### config.mk
export PLATFORM = sky130hd
export DESIGN_NAME = mistral_m10k_fifo_ctrl
export DESIGN_NICKNAME = d
export VERILOG_FILES = /design/src/rtl/mistral_m10k_fifo_ctrl_pkg.sv /design/src/rtl/mistral_m10k_fifo_ctrl_if.sv /design/src/rtl/mistral_m10k_fifo_ctrl_skid.sv /design/src/rtl/mistral_m10k_fifo_ctrl.sv
export SDC_FILE = /design/constraint.sdc
export NUM_CORES = 1
export LEC_CHECK = 0
export CAP_MARGIN = 20
export CORE_MARGIN = 2
export CORE_UTILIZATION = 40
export DETAILED_ROUTE_END_ITERATION = 8
export GPL_ROUTABILITY_DRIVEN = 0
export PLACE_DENSITY = 0.7
export SETUP_SLACK_MARGIN = 0.1
export SLEW_MARGIN = 25
export SYNTH_ARGS = -nofsm -noshare
export SYNTH_HDL_FRONTEND = slang
export SYNTH_SLANG_ARGS = --single-unit
export TNS_END_PERCENT = 100
### constraint.sdc
create_clock -name CLK1 -period 3.21 [get_ports CLK1]
set_input_delay 0.321 -clock CLK1 [delete_from_list [all_inputs] [get_ports CLK1]]
set_output_delay 0.321 -clock CLK1 [all_outputs]
set_load 0.005 [all_outputs]
### src/rtl/mistral_m10k_fifo_ctrl_pkg.sv
// Shared types for the M10K-backed FIFO controller: output-buffer state
// encoding, buffer depth and a helper mapping state to word count.
package mistral_fifo_pkg;

  typedef enum logic [1:0] {
    OUT_EMPTY = 2'd0,
    OUT_ONE   = 2'd1,
    OUT_TWO   = 2'd2
  } out_state_t;

  localparam int unsigned OUT_BUF_DEPTH = 32'd2;

  function automatic logic [1:0] entries_of(input out_state_t st);
    case (st)
      OUT_EMPTY: entries_of = 2'd0;
      OUT_ONE:   entries_of = 2'd1;
      OUT_TWO:   entries_of = 2'd2;
      default:   entries_of = 2'd0;
    endcase
  endfunction

endpackage

### src/rtl/mistral_m10k_fifo_ctrl_if.sv
// Read-side valid/ready stream between the output buffer and its consumer.
interface mistral_m10k_fifo_ctrl_if #(
  parameter int DBITS = 10
);
  logic [DBITS-1:0] rdata;
  logic             rvalid;
  logic             rready;

  modport master (output rdata, output rvalid, input rready);
  modport slave  (input rdata, input rvalid, output rready);
endinterface

### src/rtl/mistral_m10k_fifo_ctrl_skid.sv
// Two-entry output buffer that absorbs the one-cycle RAM read latency and
// tells the pointer logic whether another read may be issued.
module mistral_fifo_skid
  import mistral_fifo_pkg::*;
#(
  parameter int DBITS = 10
) (
  input  logic                  clk,
  input  logic                  rst_n,
  input  logic [DBITS-1:0]      b1_data,
  input  logic                  rd_issue,
  output logic                  rd_room,
  output logic [1:0]            entries,
  output logic                  pend,
  mistral_m10k_fifo_ctrl_if.master out_if
);

  localparam logic [2:0] BUF_DEPTH = 3'(OUT_BUF_DEPTH);

  out_state_t       state_q, state_d;
  logic             pend_q, pend_d;
  logic [DBITS-1:0] head_q, head_d;
  logic [DBITS-1:0] tail_q, tail_d;
  logic             pop;
  logic             capture;
  logic [2:0]       fill_after_pop;

  assign entries       = entries_of(state_q);
  assign pend          = pend_q;
  assign capture       = pend_q;
  assign out_if.rvalid = (state_q != OUT_EMPTY);
  assign out_if.rdata  = head_q;
  assign pop           = out_if.rvalid & out_if.rready;

  // Words held or already on their way, once this cycle's pop is taken out.
  assign fill_after_pop = {1'b0, entries} + {2'b00, pend_q} - {2'b00, pop};
  assign rd_room        = (fill_after_pop < BUF_DEPTH);

  // Next-state: buffer occupancy transitions and data movement.
  always_comb begin
    state_d = state_q;
    head_d  = head_q;
    tail_d  = tail_q;
    pend_d  = rd_issue;
    case (state_q)
      OUT_EMPTY: begin
        if (capture) begin
          state_d = OUT_ONE;
          head_d  = b1_data;
        end else begin
          state_d = OUT_EMPTY;
        end
      end
      OUT_ONE: begin
        if (capture && pop) begin
          head_d = b1_data;
        end else if (capture) begin
          state_d = OUT_TWO;
          tail_d  = b1_data;
        end else if (pop) begin
          state_d = OUT_EMPTY;
        end else begin
          state_d = OUT_ONE;
        end
      end
      OUT_TWO: begin
        if (pop) begin
          state_d = OUT_ONE;
          head_d  = tail_q;
        end else begin
          state_d = OUT_TWO;
        end
      end
      default: begin
        state_d = OUT_EMPTY;
      end
    endcase
  end

  // Buffer state register; reset drops any word still in flight from the RAM.
  always_ff @(posedge clk or negedge rst_n) begin
    if (!rst_n) begin
      state_q <= OUT_EMPTY;
      pend_q  <= 1'b0;
      head_q  <= {DBITS{1'b0}};
      tail_q  <= {DBITS{1'b0}};
    end else begin
      state_q <= state_d;
      pend_q  <= pend_d;
      head_q  <= head_d;
      tail_q  <= tail_d;
    end
  end

endmodule

### src/rtl/mistral_m10k_fifo_ctrl.sv
// FIFO controller in front of a simple dual-port M10K: write/read pointers
// and RAM port drive here, read-latency buffering in mistral_fifo_skid.
module mistral_m10k_fifo_ctrl
  import mistral_fifo_pkg::*;
#(
  parameter int CFG_ABITS = 10,
  parameter int CFG_DBITS = 10
) (
  input  logic                 CLK1,
  input  logic                 ARESETN,
  input  logic [CFG_DBITS-1:0] WDATA,
  input  logic                 WVALID,
  output logic                 WREADY,
  output logic [CFG_DBITS-1:0] RDATA,
  output logic                 RVALID,
  input  logic                 RREADY,
  output logic [CFG_ABITS+1:0] COUNT,
  output logic [CFG_ABITS-1:0] A1ADDR,
  output logic [CFG_DBITS-1:0] A1DATA,
  output logic                 A1EN,
  output logic [CFG_ABITS-1:0] B1ADDR,
  output logic                 B1EN,
  input  logic [CFG_DBITS-1:0] B1DATA
);

  localparam int PW = CFG_ABITS + 1;
  localparam logic [PW-1:0] FULL_OCC = {1'b1, {CFG_ABITS{1'b0}}};
  localparam logic [PW-1:0] PTR_ONE  = {{CFG_ABITS{1'b0}}, 1'b1};

  logic [PW-1:0] wr_ptr_q, wr_ptr_d;
  logic [PW-1:0] rd_ptr_q, rd_ptr_d;
  logic [PW-1:0] occ;
  logic          push;
  logic          rd_issue;
  logic          rd_room;
  logic          pend;
  logic [1:0]    entries;

  mistral_m10k_fifo_ctrl_if #(.DBITS(CFG_DBITS)) rd_if ();

  mistral_fifo_skid #(.DBITS(CFG_DBITS)) u_skid (
    .clk      (CLK1),
    .rst_n    (ARESETN),
    .b1_data  (B1DATA),
    .rd_issue (rd_issue),
    .rd_room  (rd_room),
    .entries  (entries),
    .pend     (pend),
    .out_if   (rd_if.master)
  );

  assign rd_if.rready = RREADY;
  assign RDATA        = rd_if.rdata;
  assign RVALID       = rd_if.rvalid;

  // occ counts committed writes only, so a word is never read in its write cycle.
  assign occ      = wr_ptr_q - rd_ptr_q;
  assign WREADY   = (occ != FULL_OCC) & ARESETN;
  assign push     = WVALID & WREADY;
  assign rd_issue = (occ != {PW{1'b0}}) & rd_room;

  assign COUNT = {1'b0, occ}
               + {{(CFG_ABITS+1){1'b0}}, pend}
               + {{CFG_ABITS{1'b0}}, entries};

  // RAM port drive and pointer advance.
  always_comb begin
    A1EN   = push;
    A1ADDR = wr_ptr_q[CFG_ABITS-1:0];
    A1DATA = WDATA;
    B1EN   = rd_issue;
    B1ADDR = rd_ptr_q[CFG_ABITS-1:0];
    if (push) begin
      wr_ptr_d = wr_ptr_q + PTR_ONE;
    end else begin
      wr_ptr_d = wr_ptr_q;
    end
    if (rd_issue) begin
      rd_ptr_d = rd_ptr_q + PTR_ONE;
    end else begin
      rd_ptr_d = rd_ptr_q;
    end
  end

  // Pointer registers; wrap is plain modular overflow.
  always_ff @(posedge CLK1 or negedge ARESETN) begin
    if (!ARESETN) begin
      wr_ptr_q <= {PW{1'b0}};
      rd_ptr_q <= {PW{1'b0}};
    end else begin
      wr_ptr_q <= wr_ptr_d;
      rd_ptr_q <= rd_ptr_d;
    end
  end

endmodule

### Word level (Yosys, flattened, before mapping)

Cells that the tools add are included.

| word-level totals | value |
|---|---|
| register bits | 45 |
| bits in latches | 0 |
| memory bits (writable) | 0 |
| bits in read-only memories | 0 |
| input bits | 24 |
| output and inout port bits | 56 |
| word-level logic and storage cells | 44 |
| memories kept | 0 |

| cells by class | value |
|---|---|
| add/sub/neg operators | 7 |
| multipliers | 0 |
| divide/modulo/power cells | 0 |
| order comparisons | 1 |
| eq/ne operators | 7 |
| shift-type cells | 0 |
| multiplexer cells | 11 |
| bitwise gates (word level) | 5 |
| reduce and logical (&&, ||, !) cells | 7 |

Operators by type and width:

| operator | number |
|---|---|
| two-way mux 10 bit | 3 |
| one-hot mux 10 bit (3 select lines) | 1 |
| adder 11 x 1 -> 11 bit (second input constant) | 2 |
| adder 11 x 1 -> 12 bit | 1 |
| adder 12 x 2 -> 12 bit | 1 |
| inequality test 11 bit (second input constant) | 1 |
| nonzero test 11 bit | 1 |
| subtractor 11 bit | 1 |
| two-way mux 2 bit | 3 |
| inequality test 2 x 1 -> 1 bit (second input constant) | 3 |
| one-hot mux 2 bit (3 select lines) | 1 |
| bitwise AND 1 bit | 4 |
| one-hot mux 2 bit (2 select lines) | 1 |
| AND reduction 4 bit | 1 |
| adder 2 x 1 -> 3 bit | 1 |
| less-than comparator 3 x 2 -> 1 bit (second input constant) | 1 |
| AND reduction 3 bit | 1 |
| nonzero test 3 bit | 1 |
| subtractor 3 x 1 -> 3 bit | 1 |
| == test 2 x 1 -> 1 bit (second input constant) | 1 |
| == test 2 bit (second input constant) | 1 |
| logical NOT 2 bit | 1 |
| two-way mux 1 bit | 2 |
| inequality test 2 bit (second input constant) | 1 |
| other kinds (3) | 3 |

### Depth between registers and ports, before layout

| depth | value |
|---|---|
| depth in word-level cells | 6 |
| depth in mapped cells | 13 |
| depth with buffers taken out | 12 |

### By module

A second synthesis with hierarchy kept.

| second synthesis, totals | value |
|---|---|
| cell total of the unflattened synthesis | 305 |
| area, all modules | 3276.9 um2 |

By module, submodules not included:

| module | instances | cells each | area an instance (um2) | sequential area each (um2) |
|---|---|---|---|---|
| mistral_m10k_fifo_ctrl | 1 | 231 | 2118.3 | 550.5 |
| mistral_fifo_skid | 1 | 74 | 1158.6 | 575.6 |

### Least setup slack after synthesis

Ideal clock, no wire load.

| timing path | value |
|---|---|
| path type | register to output |
| start point | reg wr_ptr_q[0] |
| end point | out WREADY |
| arrival | 2.873 ns |
| required time | 2.889 ns |
| slack | 0.016 ns |
| cell stages (with the launch flop) | 13 |
| buffers on the path | 1 |
| path through | dfrtp_1 > inv_1 > ha_1 > inv_1 > fa_1 > a21o_1 > a221oi_2 > o211ai_1 > a21oi_1 > xnor2_1 > or4_4 > buf_6 > and2_1 |

| between the ends | value |
|---|---|
| cells in the longest elaborated chain, start to end | 3 |

RTL lines:

| item | RTL line | text |
|---|---|---|
| from (decl) | mistral_m10k_fifo_ctrl.sv:30 | `logic [PW-1:0] wr_ptr_q, wr_ptr_d;` |
| from (signal assigned) | mistral_m10k_fifo_ctrl.sv:88 | `wr_ptr_q <= {PW{1'b0}};` |
| from (signal assigned) | mistral_m10k_fifo_ctrl.sv:91 | `wr_ptr_q <= wr_ptr_d;` |
| subtractor 11 bit | mistral_m10k_fifo_ctrl.sv:57 | `assign occ = wr_ptr_q - rd_ptr_q;` |
| inequality test 11 bit | mistral_m10k_fifo_ctrl.sv:58 | `assign WREADY = (occ != FULL_OCC) & ARESETN;` |
| bitwise AND 1 bit | mistral_m10k_fifo_ctrl.sv:58 |  |
| to (decl) | mistral_m10k_fifo_ctrl.sv:13 | `output logic WREADY,` |

Every way passes these cells.

### Worst setup path in the final report

Same ends and word-level chain as after synthesis.

==> results by group <==
Timing
  – Layout Skew: 0.00963 ns
  – Final period utilization: 112%
  – Clock period minus final worst setup slack: 3.59 ns
  – Worst setup margin: -0.379 ns
  – Max-slew headroom: 51.3%
  – Fmax: 0.279 GHz
  – Final setup fails: 27
  – Final Max Tran Viols: 0
  – Final Hold Fails: 0
  – RSZ-0062 raised after global routing: yes
  – Setup TNS: -2.35 ns
  – Worst Tran Pin Value: 0.731 ns

Yosys
  – Synth Area per Inst: 9.57 sq um
  – Number of enable flip-flop cells after synthesis: 0
  – Largest family of logic cells by synthesized area: simple AND/OR/NAND/NOR gates
  – Xor/xnor share of the synthesized area: 11.8%
  – Mux cell area share after synthesis: 4.91%
  – Unique masters post-synth: 45
  – Post-Syn Nets: 361
  – Synth Instances: 317
  – Top FF cell, synth: dfrtp_1
  – Adder-Cell Fraction of Synth Area: 9.24%
  – Synth Area in Compound Gates: 7.30%
  – Synth warn: 0
  – Seq/Total Area, Yosys: 37.1%
  – Post-synth ARST share: 100%
  – Post-Synth Simple-Gate Area: 18.4%
  – Seq cells post-synth: 45
  – Synthesized area: 0.00303 sq mm

Global route
  – Pin count of the biggest net entering global routing: 43
  – Vias in the first global route: 2,567
  – Met1 Use GR: 24.9%
  – First-pass GRT wire length: 12,600 microns
  – Grt total ovfl: 0
  – GR Util met3: 3.98%
  – Initial antenna violation count: 0
  – M2 GR Usage: 30.9%
  – Most Crowded Layer GR: met2
  – Gr usage total: 18.5%

Critical path
  – Worst EP arrival: 3.27 ns
  – CP Launch Type: flop
  – Worst-path cell chain: inv_1, ha_2, inv_2, fa_2, a21o_1, buf_4, a21oi_4, xnor2_2, nor4_2, nand3b_1, or4_4, buf_6, and2_4, buf_6
  – Kind of cell adding the most delay to the critical path: simple AND/OR/NAND/NOR gates
  – Most used cell, CP: buf_6
  – Crit path buf inv count: 5
  – CP required: 2.89 ns
  – Worst-path maximum fanout: 2
  – Slowest stage delay, CP: 0.47 ns
  – WS Path Type: reg2out
  – Worst-path cell with the longest stage delay: or4_4
  – CP Capture Type: output pin

Clock tree
  – Total CTS buffers: 5
  – Clock Sinks: 45
  – TritonCTS clock tree: built
  – Max clock buf depth: 2
  – Root Buffer: clkbuf_8
  – Worst skew pair latency: 0.30 ns
  – H-tree Lvls: 2
  – Reg clk slew, reported paths: 0.10 ns

Die
  – Die Y-Extent: 91.1 microns
  – # IOs: 80
  – Core area: 0.00729 sq mm
  – Die area: 0.00829 sq mm
  – Initial Util: 41.6%
  – Die span in x: 91.1 microns
  – Rows: 31

Detailed routing
  – Antenna viol nets, final: 0
  – Average routed wire per standard cell: 15.1 microns
  – Vias: 2,517
  – Final wirelength: 7690 microns
  – Via density: 4.93
  – DRC viols: 0
  – 1st-pass router iterations: 4
  – Initial drt markers: 108

Power
  – Total leakage power: 1.92 nW
  – Pwr Density: 1290 mW/mm^2
  – Worst IR Drop VDD: 0.000801 V

Cells and area
  – Reg area: 0.00113 sq mm
  – Footprint of the multi-input gates: 0.00184 sq mm
  – Commonest non-fill, non-tap cell in the layout: buf_4
  – Most frequent cells in the layout: buf_4, clkdlybuf4s50_1, dfrtp_1, nand2_1, xnor2_1
  – Non-Filler Instances: 511
  – Nets@finish: 455
  – Ratio of cells with drive above 1 in the final layout: 33.5%
  – FILL cells: 638
  – # diodes: 0
  – Area Overhead vs Synth: 44.3%

Placed design
  – Port Buf Inserts: 59
  – Place WS: -0.232 ns
  – Placed cell count: 477
  – HPWL Detailed: 5510 microns

Status
  – Failing checks: negative setup slack
  – Outcome: finished, violations left

Min path
  – Hold WC Path Type: in2async

Flow run
  – Max-cap check violation count: 0
-- routing by layer --
layer | vias up | wire length (microns)
met1 | 1219 | 3360
met2 | 63 | 3940
li1 | 1227 | -
met5 | - | 0
met3 | 8 | 331
met4 | 0 | 59
-- flip-flops by register name, indices dropped and copies added, names as in the netlist --
signal and cells:
u_skid.out_if.rdata 10, rd_ptr_q 11, u_skid.tail_q 10, wr_ptr_q 11
u_skid.state_q 2, u_skid.pend 1
-- synth_stat cells, types with 2 or more instances --
master | instances | share of area (%)
a31oi_1 | 11 | 2.3
o21a_1 | 2 | 0.49
buf_4 | 30 | 7.4
xnor2_1 | 32 | 9.2
nand3_1 | 13 | 2.1
nor3b_1 | 2 | 0.49
a21oi_1 | 8 | 1.3
xor2_1 | 9 | 2.6
clkbuf_1 | 5 | 0.62
nand2b_1 | 2 | 0.41
o21ai_0 | 6 | 0.99
dfrtp_1 | 45 | 37
and3_1 | 6 | 1.2
nor4_1 | 3 | 0.62
ha_1 | 16 | 6.6
nor2b_1 | 3 | 0.62
nor3_1 | 7 | 1.2
nand4_1 | 6 | 1.2
fa_1 | 4 | 2.6
nand2_1 | 33 | 4.1
a21o_1 | 2 | 0.49
nor2_1 | 18 | 2.2
or2_2 | 3 | 0.62
inv_1 | 19 | 2.4
and4_1 | 2 | 0.58
mux2_2 | 11 | 4.1
-- through the flow --
stage | cell area, sq um | hold WS [ns] | utilization (%) | power (mW)
final | 4380 | 0.444 | 60.0 | 5.66
after global routing | 4380 | 0.450 | 60.0 | 6.11
after CTS | 4140 | 0.432 | 56.7 | 5.39
after detailed placement | 3790 | 0.180 | 52.0 | 4.74
after global placement | 3790 | 0.176 | 52.0 | 4.65
after floorplan | 3040 | 0.0254 | - | 2.92
-- layout make-up --
cell class	instances	area share, %
Multi-Input combinational cell	215	42.1
Clock inverter	3	0.486
Sequential cell	45	25.7
Inverter	19	1.63
Timing Repair Buffer	125	25.7
Clock buffer	5	1.57
Tap cell	99	2.83
-- worst register-to-register path, stage by stage (launching register included) --
cell and delay, ns:
dfrtp_1 0.40, inv_1 0.07, ha_2 0.18, inv_2 0.04
fa_2 0.33, a21o_1 0.20, buf_4 0.16, a21oi_4 0.18
xnor2_2 0.12, nor4_2 0.29, nand3b_1 0.15, or4_4 0.47
buf_6 0.14, nand3_4 0.08, buf_6 0.09, buf_6 0.09
mux2_4 0.29
-- report_power, final --
part           switching [mW]  internal (mW)  total [mW]
Clock                   0.203          0.155       0.357
Combinational            1.95           2.42        4.37
Sequential              0.135          0.799       0.934
-- cell families after synthesis --
logic type               count (synthesis)
XOR/XNOR                                41
adder cells (fa/ha/maj)                 20
buffers and inverters                   57
AO/OA/AOI/OAI                           35
flip-flops                              45
AND/OR/NAND/NOR                        106
multiplexers                            13
-- repair_timing --
| item | 4_1_cts | 5_1_grt |
|---|---|---|
| gates cloned | 1 | 1 |
| buffers inserted | 18 | 8 |
| resized for setup | 70 | 35 |
| setup endpoints to repair | 15 | 35 |
| pin swaps | 23 | 25 |
| hold buffers | 1 | 0 |
| endpoints found under the hold margin | 4 | 0 |
-- final timing paths --
check / end / depth (start not counted) / slack (ns) / start
max: WREADY / 14 / -0.38 / wr_ptr_q[0]
min: wr_ptr_q[6] / 2 / 0.44 / ARESETN
max reg2reg: wr_ptr_q[1] / 16 / -0.17 / wr_ptr_q[0]
min reg2reg: wr_ptr_q[10] / 1 / 0.49 / wr_ptr_q[10]
max in group asynchronous: rd_ptr_q[9] / 3 / 1.96 / ARESETN
min in group CLK1: wr_ptr_q[10] / 1 / 0.49 / wr_ptr_q[10]
Note: power is estimated with default switching activity, not from simulation.
